[src/rtl/mem_port_arbiter.sv]
// Two-port arbiter in front of a single-port word memory.
// Round-robin grants, sub-word stores done as read-modify-write.
module mem_port_arbiter #(
  parameter int WORDS = 64
) (
  input  logic        i_clk,
  input  logic        i_rst,
  input  logic [1:0]  i_req_valid,
  input  logic [31:0] i_req_addr0,
  input  logic [31:0] i_req_addr1,
  input  logic        i_req_we0,
  input  logic        i_req_we1,
  input  logic [31:0] i_req_wdata0,
  input  logic [31:0] i_req_wdata1,
  input  logic [3:0]  i_req_be0,
  input  logic [3:0]  i_req_be1,
  output logic [1:0]  o_req_ready,
  output logic [1:0]  o_resp_valid,
  output logic [31:0] o_resp_rdata,
  output logic        o_resp_err,
  output logic [31:0] o_mem_address,
  output logic [31:0] o_mem_write_data,
  output logic        o_mem_write_enable,
  input  logic [31:0] i_mem_read_data
);

  localparam logic [31:0] LP_LIMIT = 32'(WORDS * 4);

  typedef enum logic {
    S_IDLE,
    S_RMW_WR
  } state_t;

  state_t      r_state;
  state_t      w_state_nxt;
  logic        r_rr_ptr;

  logic [1:0]  r_resp_valid;
  logic [31:0] r_resp_rdata;
  logic        r_resp_err;

  logic [31:0] r_rmw_addr;
  logic [31:0] r_rmw_data;
  logic        r_rmw_port;

  logic [1:0]  w_grant;
  logic        w_gnt_any;
  logic        w_gnt_port;

  logic [31:0] w_addr;
  logic [31:0] w_wdata;
  logic        w_we;
  logic [3:0]  w_be;

  logic        w_err;
  logic        w_load;
  logic        w_full;
  logic        w_partial;
  logic [31:0] w_merged;

  // Grant selection: only in IDLE, ties broken by the round-robin pointer
  always_comb begin
    w_grant = 2'b00;
    if (r_state == S_IDLE && !i_rst) begin
      unique case (i_req_valid)
        2'b01:   w_grant = 2'b01;
        2'b10:   w_grant = 2'b10;
        2'b11:   w_grant = r_rr_ptr ? 2'b10 : 2'b01;
        default: w_grant = 2'b00;
      endcase
    end
  end

  assign w_gnt_any  = |w_grant;
  assign w_gnt_port = w_grant[1];

  // Route the granted port's request fields onto a common bus
  always_comb begin
    w_addr  = i_req_addr0;
    w_wdata = i_req_wdata0;
    w_we    = i_req_we0;
    w_be    = i_req_be0;
    if (w_gnt_port) begin
      w_addr  = i_req_addr1;
      w_wdata = i_req_wdata1;
      w_we    = i_req_we1;
      w_be    = i_req_be1;
    end
  end

  // Classify the granted access: error, load, full store or partial store
  always_comb begin
    w_err     = (w_addr[1:0] != 2'b00) || (w_addr >= LP_LIMIT);
    w_load    = !w_we && !w_err;
    w_full    = w_we && !w_err && (w_be == 4'hF);
    w_partial = w_we && !w_err && (w_be != 4'hF) && (w_be != 4'h0);
  end

  // Merge store bytes over the word currently read from memory
  always_comb begin
    w_merged = i_mem_read_data;
    for (int i = 0; i < 4; i++) begin
      if (w_be[i]) w_merged[8*i +: 8] = w_wdata[8*i +: 8];
    end
  end

  // FSM state register
  always_ff @(posedge i_clk) begin
    if (i_rst) r_state <= S_IDLE;
    else       r_state <= w_state_nxt;
  end

  // FSM next-state: a partial store takes one extra write cycle
  always_comb begin
    w_state_nxt = r_state;
    unique case (r_state)
      S_IDLE:   if (w_gnt_any && w_partial) w_state_nxt = S_RMW_WR;
      S_RMW_WR: w_state_nxt = S_IDLE;
      default:  w_state_nxt = S_IDLE;
    endcase
  end

  // FSM outputs: memory bus and grants; reset masks any write in flight
  always_comb begin
    o_req_ready        = w_grant;
    o_mem_address      = 32'h0;
    o_mem_write_data   = 32'h0;
    o_mem_write_enable = 1'b0;
    if (w_gnt_any) begin
      o_mem_address = w_addr;
      if (w_full) begin
        o_mem_write_data   = w_wdata;
        o_mem_write_enable = 1'b1;
      end
    end else if (r_state == S_RMW_WR && !i_rst) begin
      o_mem_address      = r_rmw_addr;
      o_mem_write_data   = r_rmw_data;
      o_mem_write_enable = 1'b1;
    end
  end

  // Pointer, response and read-modify-write capture registers
  always_ff @(posedge i_clk) begin
    if (i_rst) begin
      r_rr_ptr     <= 1'b0;
      r_resp_valid <= 2'b00;
      r_resp_rdata <= 32'h0;
      r_resp_err   <= 1'b0;
      r_rmw_addr   <= 32'h0;
      r_rmw_data   <= 32'h0;
      r_rmw_port   <= 1'b0;
    end else begin
      r_resp_valid <= 2'b00;
      r_resp_rdata <= 32'h0;
      r_resp_err   <= 1'b0;
      if (r_state == S_RMW_WR) begin
        r_resp_valid <= r_rmw_port ? 2'b10 : 2'b01;
      end else if (w_gnt_any) begin
        r_rr_ptr <= !w_gnt_port;
        if (w_partial) begin
          r_rmw_addr <= w_addr;
          r_rmw_data <= w_merged;
          r_rmw_port <= w_gnt_port;
        end else begin
          r_resp_valid <= w_grant;
          r_resp_rdata <= w_load ? i_mem_read_data : 32'h0;
          r_resp_err   <= w_err;
        end
      end
    end
  end

  assign o_resp_valid = r_resp_valid;
  assign o_resp_rdata = r_resp_rdata;
  assign o_resp_err   = r_resp_err;

endmodule

[config.mk]
export PLATFORM = sky130hd
export DESIGN_NAME = mem_port_arbiter
export DESIGN_NICKNAME = d
export VERILOG_FILES = /design/src/rtl/mem_port_arbiter.sv
export SDC_FILE = /design/constraint.sdc
export NUM_CORES = 1
export LEC_CHECK = 0
export BUFFER_PORTS_ARGS = -buffer_cell sky130_fd_sc_hd__buf_4
export CAP_MARGIN = 20
export CORE_UTILIZATION = 42
export CTS_CLUSTER_SIZE = 10
export DETAILED_ROUTE_END_ITERATION = 10
export MAX_ROUTING_LAYER = met4
export PLACE_DENSITY_LB_ADDON = 0.3
export SYNTH_ARGS = -nofsm -noshare
export SYNTH_HDL_FRONTEND = slang
export SYNTH_SLANG_ARGS = --single-unit
[constraint.sdc]
create_clock -name i_clk -period 2.6 [get_ports i_clk]
set_clock_uncertainty 0.15 [all_clocks]
set_input_delay 0.65 -clock i_clk [delete_from_list [all_inputs] [get_ports i_clk]]
set_output_delay 0.65 -clock i_clk [all_outputs]
set_load 0.01 [all_outputs]
# Word level (Yosys, flattened, before mapping)
# Cells that the tools add are included.
# Widths: inputs -> output; s select.
dict set report totals {
  register_bits 102
  word_cells 62
  output_inout_bits 102
  in_bits 174
}
dict set report classes {
  n_mux 25
  reduce_logical 20
  n_lt_le_gt_ge 1
  eq_ne 5
  bitwise 3
}
# operator n
set ops {}
lappend ops {{$mux 32} 7}
lappend ops {{$ge 32x9->1 const B} 1}
lappend ops {{$mux 8} 4}
lappend ops {{$mux 2} 6}
lappend ops {{$logic_and 1x1->1} 8}
lappend ops {{$pmux 2 s3} 1}
lappend ops {{$mux 1} 5}
lappend ops {{$reduce_or 5->1} 1}
lappend ops {{$eq 2x2->1 const B} 2}
lappend ops {{$eq 4x4->1 const B} 1}
lappend ops {{$logic_not 1->1} 4}
lappend ops {{$mux 4} 1}
lappend ops {{$ne 4x4->1 const B} 1}
lappend ops {{$reduce_bool 4->1} 1}
lappend ops {{$reduce_or 4->1} 1}
lappend ops {{$not 1->1} 3}
lappend ops {{$reduce_and 3->1} 1}
lappend ops {{$eq 2x1->1 const B} 1}
lappend ops {{$pmux 1 s2} 1}
lappend ops {{$reduce_and 2->1} 1}
lappend ops {{$reduce_bool 2->1} 1}
lappend ops {{$reduce_or 2->1} 1}
lappend ops {{$logic_or 1x1->1} 1}

# Longest topological paths before layout
# Gate-level depths: netlist (run 1).
dict set report logic_depth {
  depth_word 13
  ltp_mapped 10
  depth_no_buf 6
}

# Worst setup path before layout (run 1)
# Ideal clock, no wire load.
dict set report synth_timing {
  path_kind {input-to-output}
  start {input i_rst}
  end {output o_mem_write_data[22]}
  setup_slack_ps -394
  path_stages 8
  arrival_ps 2194
  cell_sequence {buf_4 -> nor3b_2 -> buf_4 -> nand2_4 -> nor4_2 -> o21ai_1 -> clkbuf_1 -> o21ai_0}
}
dict set report synth_between {
  elab_chain_cells 11
  word_cells_on_any_way 19
  cone_classes {1 x order compare; 1 x eq/ne; 8 x mux; 9 x reduce/logical}
}
# element line
set synth_lines {}
lappend synth_lines {{start: declaration} 7} ;# input logic i_rst,
lappend synth_lines {{$logic_not 1->1 (*)} {64, 135}}
lappend synth_lines {{$logic_and 1x1->1} 64} ;# if (r_state == S_IDLE && !i_rst) begin
lappend synth_lines {{$mux 2} 64}
lappend synth_lines {{$mux 32} 83} ;# if (w_gnt_port) begin
lappend synth_lines {{$ge 32x9->1 or $reduce_bool 2->1 (tied branches)} 93} ;# w_err = (w_addr[1:0] != 2'b00) || (w_addr >= LP_LIMIT);
lappend synth_lines {{$logic_or 1x1->1} 93}
lappend synth_lines {{$logic_not 1->1} 95} ;# w_full = w_we && !w_err && (w_be == 4'hF);
lappend synth_lines {{$logic_and 1x1->1 (2 in series)} 95}
lappend synth_lines {{$mux 32} 131} ;# if (w_full) begin
lappend synth_lines {{$mux 32 (*)} 129} ;# if (w_gnt_any) begin
lappend synth_lines {{end: declaration} 22} ;# output logic [31:0] o_mem_write_data,
# Mark *: on every way between the ends. The rest lies on a longest branch, timed or not.

# Final worst setup path (run 1)
dict set report layout_timing {
  start {input i_req_addr0[5]}
  end {output o_mem_write_data[9]}
}
dict set report layout_between {
  elab_chain_cells 8
}
# element line
set layout_lines {}
lappend layout_lines {{start: declaration} 9} ;# input logic [31:0] i_req_addr0,
lappend layout_lines {{$mux 32} 83}
lappend layout_lines {{$ge 32x9->1} 93}
lappend layout_lines {{$logic_or 1x1->1} 93}
lappend layout_lines {{$logic_not 1->1} 95}
lappend layout_lines {{$logic_and 1x1->1 (2 in series)} 95}
lappend layout_lines {{$mux 32} 131}
lappend layout_lines {{$mux 32} 129}
# Every way passes these cells.

==> flow_summary_export.csv, run 1 <==
group,metric,value,unit
synth,ys_seq_area_frac,0.372,
cts,htree_levels,3,
critical_path,crit_path_max_fanout,8,
timing,hold_viol,0,
cts,cts.sinks,102,
cts,hold_buffers,0,
drt,antenna_left,0,
cts,cts_buffers,9,
layout,diodes,0,
power,total_leakage_power,4.73,nW
place,dp_hpwl,14.4,mm
critical_path,crit_buf_inv,4,
synth,synth_top_family_by_area,"simple AND/OR/NAND/NOR gates",
synth,synth_compound_area_frac,0.127,
power,finalPower,0.00374,W
power,power.density,382,nW/um^2
critical_path,max_stage_delay,0.58,ns
die,start_util,0.434,
critical_path,crit_chain,"buf_6, or4_4, o22ai_4, nor4_4, o21ai_4, buf_8, buf_12, o21ai_2, buf_4",
status,violations,"negative setup slack",
timing,setup_viol,66,
critical_path,worstSetupPathType,"in -> out",
synth,yosys_warnings,0,
synth,synth_top_area_share,0.372,
cts,clock_path_buffers,2,
cts,cts_tree,"built",
die,core_area,12700,sq um
critical_path,crit_start,"i_req_addr0[5]",
timing,worst_slew_pin_slew,0.562,ns
place,place.gp.congestion,0.905,
global_routing,track_usage,0.303,
die,die_w,116,um
global_routing,grt-ovfl-total,0,
synth,syn_area,5490,sq um
place,detailed_place.area,8610,sq um
drt,via_per_inst,5.41,
timing,fin_worst_hold_slack,0.325,ns
job,drv_cap,0,
global_routing,grt_pass1_wl,30.6,mm
layout,mostFrequentLayoutCell,"buf_4",
layout,final_cell_mix,"buf_4, dfxtp_1, mux2i_1, nand2_1, buf_6",
critical_path,worstSetupEndpointType,"primary output",
cts,cts.reportedPaths.clkPinSlew,0.07,ns
die,num_io_pins,276,
critical_path,startpoint_type,"input port",
synth,synthTopCellsByArea,"dfxtp_1, mux2i_1, o21ai_0",
layout,drive_gt1_frac,0.507,
synth,ys_seq_elements,102,
power,ir_drop,0.000252,V
drt,num_vias,6269,
timing,post-route-min-period,3.15,ns
place,portBuffers,275,
critical_path,cp.arrival,2.35,ns
drt,drtPass1Iterations,7,
synth,synth_xor_area_frac,0,
global_routing,grt_pass1_vias,6280,
cts,clk_latency,0.34,ns
synth,syn-num-nets,803,
critical_path,cp_slowest_cell,"or4_4",
worst_hold_path,hp-start,"r_rmw_port",
layout,final_cells,1158,
die,die_area,13500,sq um
synth,synth_fa_ha_area_frac,0,
worst_hold_path,worstHoldPathType,"reg -> reg",
critical_path,path_delay_family,"simple AND/OR/NAND/NOR gates",
timing,rsz0062_at_grt,"yes",
synth,synthCells,629,
timing,period_share,1.21,
die,die_h,116,um
layout,final_area,9810,sq um
global_routing,grt_max_degree,58,
critical_path,r2r_slack,0.06,ns
timing,setup_tns,-21.36,ns
global_routing,antenna_found_initial,0,
synth,synth_mux_area_frac,0.191,
synth,synth_area_per_cell,8.73,sq um
critical_path,r2r-start,"r_rr_ptr",
drt,detail_route.wl_per_cell,18.1,um
critical_path,critPathRequiredTime,1.80,ns
drt,drc_errors,0,
place,dp.cells,1110,
layout,nets,1156,
die,rows,41,
status,status,"finished with violations",
layout,area_delta_synth_final,78.5,%
drt,first_iter_violations,324,
synth,synthSimpleGateAreaFrac,0.262,
drt,routed_wl,21.0,mm
timing,layout_setup_ws,-0.553,ns
timing,relSlewSlack,0.625,
synth,synth.distinct_cells,43,
timing,fmax,0.317,GHz
timing,final_max_slew_viol_count,0,
synth,yosys.area.top_type,"dfxtp_1",
cts,root_buffer,"clkbuf_16",
[area by class of cell]
cell class / instances / area (sq um)
sequential: 102 / 2040
inverter: 2 / 13.8
multi-input combinational: 473 / 3880
fill: 826 / 2870
clock inverter: 4 / 22.5
clock buffer: 11 / 253
timing repair buffer: 394 / 3380
tap: 172 / 215
[cell usage after synthesis, drive strengths merged]
master	n
o21ai	67
nand3	3
a31o	1
nor2	13
nand2b	35
o22ai	2
inv	2
mux2i	97
nand4	3
a211o	32
o21bai	2
o2bb2ai	1
nor3b	27
or4b	1
or2	4
or3b	1
o22a	1
clkbuf	30
nor4	15
nor3	36
and2	32
a21boi	4
nor4b	1
dfxtp	102
nor2b	9
and4b	1
mux2	7
nand2	68
buf	22
and3	5
nand3b	1
or4	3
and4	1
[logic make-up after synthesis]
| kind of cell | Yosys count |
|---|---|
| buffers and inverters | 54 |
| DFF | 102 |
| and+or+nand+nor | 259 |
| AOI/OAI and AO/OA | 110 |
| muxes | 104 |
[routing by layer]
layer  routed length, um  track usage  up-vias
met5                   0            -        -
met3                1280       0.0659       64
li1                    -            -     2943
met1                7880        0.330     2969
met2               11000        0.517      293
met4                 783        0.155        0
[power breakdown]
group / switching (W) / internal (W)
Combinational: 0.000387 / 0.000500
Sequential: 0.00000241 / 0.00157
Clock: 0.000595 / 0.000692
[timing repair]
item	CTS	global route
gates cloned	5	1
hold endpoints to repair	0	0
buffers inserted	24	13
gates resized for setup	94	41
setup endpoints to repair	65	67
pin swaps	25	14
[final timing paths]
kind	end	cells past startpoint
max reg2reg	r_rmw_addr[2]	15
min reg2reg	o_resp_valid[0]	1
min	o_resp_valid[0]	1
max	o_mem_write_data[9]	9
[flip-flops by register name (all words and copies together) (netlist names)]
name / cells
o_resp_valid: 2
r_state: 1
r_rmw_addr: 32
r_rmw_data: 32
o_resp_rdata: 32
o_resp_err: 1
r_rmw_port: 1
r_rr_ptr: 1
[metrics by stage]
step | utilization | setup slack, ns
3_3_place_gp | 0.680 | -0.762
5_1_grt | 0.774 | -0.593
4_1_cts | 0.757 | -0.489
3_5_place_dp | 0.680 | -0.768
6_report | 0.774 | -0.553
2_1_floorplan | - | -0.203
Note: power is estimated with default switching activity, not from simulation.
==> run 2, diff against run 1 <==
--- a/config.mk
+++ b/config.mk
@@ -7,7 +7,9 @@
 export LEC_CHECK = 0
 export BUFFER_PORTS_ARGS = -buffer_cell sky130_fd_sc_hd__buf_4
 export CAP_MARGIN = 20
-export CORE_UTILIZATION = 42
+export CELL_PAD_IN_SITES_DETAIL_PLACEMENT = 1
+export CELL_PAD_IN_SITES_GLOBAL_PLACEMENT = 2
+export CORE_UTILIZATION = 23
 export CTS_CLUSTER_SIZE = 10
 export DETAILED_ROUTE_END_ITERATION = 10
 export MAX_ROUTING_LAYER = met4
==> run 2 against run 1 <==
The flow still finishes with violations (negative setup slack). Via count decreased by 2.6%. Die area rose by 81%. Worst hold slack got worse by 0.0015 ns. Combinational power is 5.9% higher. Critical path depth down 1. Global-route usage is 10 points lower. Final cell count rose by 15%. First-iteration DRC count down 57%. Largest cell class unchanged. Clock power is 16% higher.
==> flow_summary_export.csv, run 2 (synthesis gave the netlist of run 1 again) <==
group,metric,value,unit
die,die_h,157,um
critical_path,crit_chain,"buf_4, or4_4, o22ai_4, nor4_4, o21ai_4, buf_12, o21ai_1, buf_4",
layout,mostFrequentLayoutCell,"buf_4",
timing,final_max_slew_viol_count,0,
drt,routed_wl,23.9,mm
drt,detail_route.wl_per_cell,18.0,um
layout,nets,1183,
die,start_util,0.234,
power,ir_drop,0.000197,V
critical_path,path_common_cell,"buf_4",
critical_path,worstSetupEndpointType,"primary output",
timing,post-route-min-period,3.13,ns
critical_path,worstSetupPathType,"in -> out",
power,finalPower,0.00400,W
critical_path,cp.arrival,2.33,ns
cts,cts.sinks,102,
timing,period_share,1.20,
global_routing,grt-ovfl-total,0,
drt,via_per_inst,4.58,
power,power.density,388,nW/um^2
power,total_leakage_power,4.91,nW
critical_path,cp_slowest_cell,"or4_4",
job,drv_cap,0,
critical_path,crit_path_max_fanout,18,
layout,diodes,0,
timing,setup_viol,67,
global_routing,track_usage,0.200,
timing,worst_slew_pin_slew,0.565,ns
layout,area_delta_synth_final,87.5,%
place,dp_hpwl,17.0,mm
critical_path,path_delay_family,"simple AND/OR/NAND/NOR gates",
drt,antenna_left,0,
timing,setup_tns,-24.88,ns
cts,hold_buffers,0,
status,violations,"negative setup slack",
global_routing,grt_max_degree,59,
die,die_area,24500,sq um
global_routing,grt_pass1_wl,36.1,mm
die,core_area,23500,sq um
cts,clk_latency,0.35,ns
critical_path,max_stage_delay,0.55,ns
timing,fin_worst_hold_slack,0.323,ns
critical_path,startpoint_type,"input port",
drt,drc_errors,0,
timing,relSlewSlack,0.623,
critical_path,crit_buf_inv,3,
critical_path,critPathRequiredTime,1.80,ns
timing,rsz0062_at_grt,"yes",
drt,drtPass1Iterations,4,
timing,fmax,0.320,GHz
drt,num_vias,6105,
die,rows,56,
layout,final_cell_mix,"buf_4, dfxtp_1, mux2i_1, nand2_1, buf_6",
layout,drive_gt1_frac,0.520,
cts,htree_levels,3,
die,die_w,157,um
cts,root_buffer,"clkbuf_16",
timing,layout_setup_ws,-0.525,ns
global_routing,antenna_found_initial,0,
cts,cts.reportedPaths.clkPinSlew,0.07,ns
drt,first_iter_violations,138,
place,portBuffers,275,
place,place.gp.congestion,0.738,
timing,hold_viol,0,
cts,cts_buffers,9,
cts,cts_tree,"built",
die,num_io_pins,276,
worst_hold_path,worstHoldPathType,"reg -> reg",
status,status,"finished with violations",
cts,clock_path_buffers,2,
global_routing,grt_pass1_vias,6432,
==> run 2: cell types whose count changed in the layout (fill, tap and decap cells not counted), sizes merged <==
| cell | change |
|---|---|
| bufbuf | +2 |
| buf | +25 |
| bufinv | +2 |
| clkinv | +1 |
| clkbuf | -1 |
| clkinvlp | -1 |
==> run 2: power breakdown <==
group          switching [W]  internal [W]
registers         0.00000207       0.00156
clock network       0.000646      0.000845
logic               0.000395      0.000544
==> run 2: per-stage QoR <==
stage | cell area [sq um] | setup WS, ns | utilization | instances
global placement | 9000 | -0.842 | 0.383 | 1282
floorplan | 5940 | -0.203 | - | 629
global route | 10300 | -0.645 | 0.439 | 1333
finish | 10300 | -0.525 | 0.439 | 1333
CTS | 10100 | -0.523 | 0.432 | 1333
detailed placement | 9000 | -0.887 | 0.383 | 1282
==> run 2: final timing paths <==
check,depth (start not counted),slack (ns),endpoint,from
setup / recovery,8,-0.53,o_mem_write_data[1],i_req_addr0[4]
hold / removal,1,0.32,r_rmw_addr[28],r_rmw_addr[28]
setup reg to reg,16,-0.03,r_rmw_addr[4],r_state
hold reg to reg,1,0.32,r_rmw_addr[28],r_rmw_addr[28]
==> run 2: final cells by class <==
| type | instances | area [sq um] |
|---|---|---|
| sequential | 102 | 2040 |
| timing repair buffer | 421 | 3680 |
| fill | 2682 | 13200 |
| clock inverter | 6 | 86.3 |
| clock buffer | 10 | 229 |
| multi-input combinational | 473 | 3840 |
| tap | 319 | 399 |
| inverter | 2 | 22.5 |
==> run 2: metal layers <==
| layer | track usage | wire (um) | up-vias |
|---|---|---|---|
| li1 | - | - | 2997 |
| met4 | 0.0593 | 464 | 0 |
| met3 | 0.0413 | 1400 | 23 |
| met5 | - | 0 | - |
| met2 | 0.343 | 11900 | 184 |
| met1 | 0.234 | 10200 | 2901 |
==> run 2: repair_timing <==
item / in CTS / in global routing
cloned: 7 / 1
setup buffers: 31 / 5
pin swaps: 12 / 7
setup endpoints to repair: 97 / 68
gates resized for setup: 108 / 30
==> run 3, diff against run 2 <==
--- a/config.mk
+++ b/config.mk
@@ -9,6 +9,7 @@
 export CAP_MARGIN = 20
 export CELL_PAD_IN_SITES_DETAIL_PLACEMENT = 1
 export CELL_PAD_IN_SITES_GLOBAL_PLACEMENT = 2
+export CORE_MARGIN = 2
 export CORE_UTILIZATION = 23
 export CTS_CLUSTER_SIZE = 10
 export DETAILED_ROUTE_END_ITERATION = 10
==> run 3 against run 2 <==
The flow still finishes with violations (negative setup slack). Setup slack gained 0.047 ns. Register-to-register slack improved by 0.23 ns. Clock-buffer cell count up 1. Final cell count decreased by 1.2%. Worst hold slack improved by 0.0030 ns. Sequential power about the same. Combinational power shrank 3.4%. First-iteration DRC count increased by 9.4%. Via count shrank 2.3%. Sequential share of layout area is 0.26 points higher. Power down 3.3%. Critical path type unchanged. Critical endpoint is now o_mem_write_data[24]. Highest routed layer unchanged.
==> flow_summary_export.csv, run 3 (synthesis gave the netlist of run 1 again) <==
group,metric,value,unit
die,num_io_pins,276,
global_routing,track_usage,0.187,
critical_path,worstSetupEndpointType,"primary output",
global_routing,grt_max_degree,64,
global_routing,grt_pass1_wl,35.1,mm
die,rows,56,
cts,clk_latency,0.35,ns
worst_hold_path,worstHoldPathType,"reg -> reg",
timing,hold_viol,0,
critical_path,crit_chain,"buf_4, nor4_2, buf_4, nand3_4, nor4_4, o21ai_4, buf_12, clkbuf_16, o21ai_4, buf_6",
cts,htree_levels,3,
place,dp.cells,1284,
timing,period_share,1.18,
layout,nets,1167,
timing,post-route-min-period,3.08,ns
critical_path,crit_buf_inv,5,
timing,fmax,0.325,GHz
place,place.gp.congestion,0.754,
place,portBuffers,275,
cts,hold_buffers,0,
layout,fillers,2649,
cts,cts.sinks,102,
die,die_area,25100,sq um
cts,root_buffer,"clkbuf_16",
global_routing,grt_pass1_vias,6457,
critical_path,startpoint_type,"input port",
timing,relSlewSlack,0.608,
layout,diodes,0,
cts,cts_tree,"built",
timing,layout_setup_ws,-0.479,ns
die,start_util,0.234,
power,total_leakage_power,4.79,nW
layout,final_util,0.433,
drt,via_per_inst,4.53,
critical_path,cp_slowest_cell,"nor4_4",
timing,final_max_slew_viol_count,0,
power,ir_drop,0.000242,V
critical_path,critPathRequiredTime,1.80,ns
timing,worst_slew_pin_slew,0.589,ns
status,status,"finished with violations",
drt,num_vias,5963,
cts,cts_buffers,9,
layout,mostFrequentLayoutCell,"buf_4",
place,dp_hpwl,17.8,mm
critical_path,path_delay_family,"buffers and inverters",
critical_path,crit_path_max_fanout,9,
layout,drive_gt1_frac,0.514,
drt,antenna_left,0,
cts,clock_path_buffers,2,
drt,drtPass1Iterations,4,
critical_path,cp.arrival,2.28,ns
die,die_h,159,um
timing,setup_viol,66,
status,violations,"negative setup slack",
drt,detail_route.wl_per_cell,17.8,um
drt,drc_errors,0,
job,drv_cap,0,
layout,final_cells,1317,
layout,final_cell_mix,"buf_4, dfxtp_1, mux2i_1, nand2_1, buf_6",
cts,cts.reportedPaths.clkPinSlew,0.07,ns
layout,area_delta_synth_final,85.0,%
die,die_w,159,um
power,power.density,380,nW/um^2
timing,fin_worst_hold_slack,0.326,ns
timing,rsz0062_at_grt,"yes",
global_routing,antenna_found_initial,0,
die,core_area,23500,sq um
critical_path,worstSetupPathType,"in -> out",
critical_path,max_stage_delay,0.31,ns
global_routing,grt-ovfl-total,0,
drt,first_iter_violations,151,
drt,routed_wl,23.4,mm
==> run 3: cell types whose count changed in the layout (fill, tap and decap cells not counted), moves of 4 or more <==
cell / change
buf_4: -11
buf_6: -4
mux2i_2: +5
nor4_2: -4
nor4_4: +7
==> run 3: worst register-to-register path, stage by stage, from the launching register on <==
cell	delay, ns
dfxtp_1	0.31
buf_4	0.16
nor3b_4	0.24
nand2_4	0.12
buf_4	0.25
mux2_1	0.36
o21bai_4	0.21
inv_4	0.14
mux2_2	0.35
==> run 3: area by class of cell <==
| type | instances | area (sq um) | area share |
|---|---|---|---|
| clock inverters | 5 | 57.6 | 0.00566 |
| well taps | 319 | 399 | 0.0393 |
| multi-input cells | 473 | 3920 | 0.386 |
| flip-flops and latches | 102 | 2040 | 0.201 |
| inverters | 2 | 22.5 | 0.00222 |
| clock buffers | 11 | 233 | 0.0229 |
| repair buffers | 405 | 3490 | 0.344 |
==> run 3: power breakdown <==
group	switching (W)	leakage, nW	internal [W]
registers	0.00000215	0.822	0.00156
logic	0.000392	3.82	0.000515
clock network	0.000639	0.144	0.000753
==> run 3: metrics by stage <==
stage | power, W | setup TNS, ns | worst slack, ns | instance area (sq um)
3_3_place_gp | 0.00239 | -62.45 | -0.784 | 9050
4_1_cts | 0.00390 | -22.37 | -0.477 | 9960
5_1_grt | 0.00404 | -29.14 | -0.557 | 10200
2_1_floorplan | 0.00192 | -7.47 | -0.203 | 5940
6_report | 0.00387 | -24.22 | -0.479 | 10200
3_5_place_dp | 0.00239 | -62.80 | -0.818 | 9050
==> run 3: layer usage <==
layer / up-vias / track usage / part of all wire
li1: 2967 / - / -
met1: 2808 / 0.219 / 0.43
met2: 167 / 0.325 / 0.50
met3: 21 / 0.0351 / 0.053
met4: 0 / 0.0596 / 0.016
met5: - / - / 0
==> run 3: path summary, 6_finish.rpt <==
check / startpoint / endpoint / slack [ns] / cells after the start
worst max-delay path: i_req_addr0[19] / o_mem_write_data[24] / -0.48 / 10
worst min-delay path: r_rmw_addr[28] / r_rmw_addr[28] / 0.33 / 1
worst max register to register: r_state / r_rmw_addr[3] / 0.20 / 8
worst min register to register: r_rmw_addr[28] / r_rmw_addr[28] / 0.33 / 1
==> run 3: repair_timing <==
item	CTS	global route
pin swaps	28	10
setup endpoints to repair	66	87
resized for setup	106	38
cloned	2	2
buffers inserted	12	8
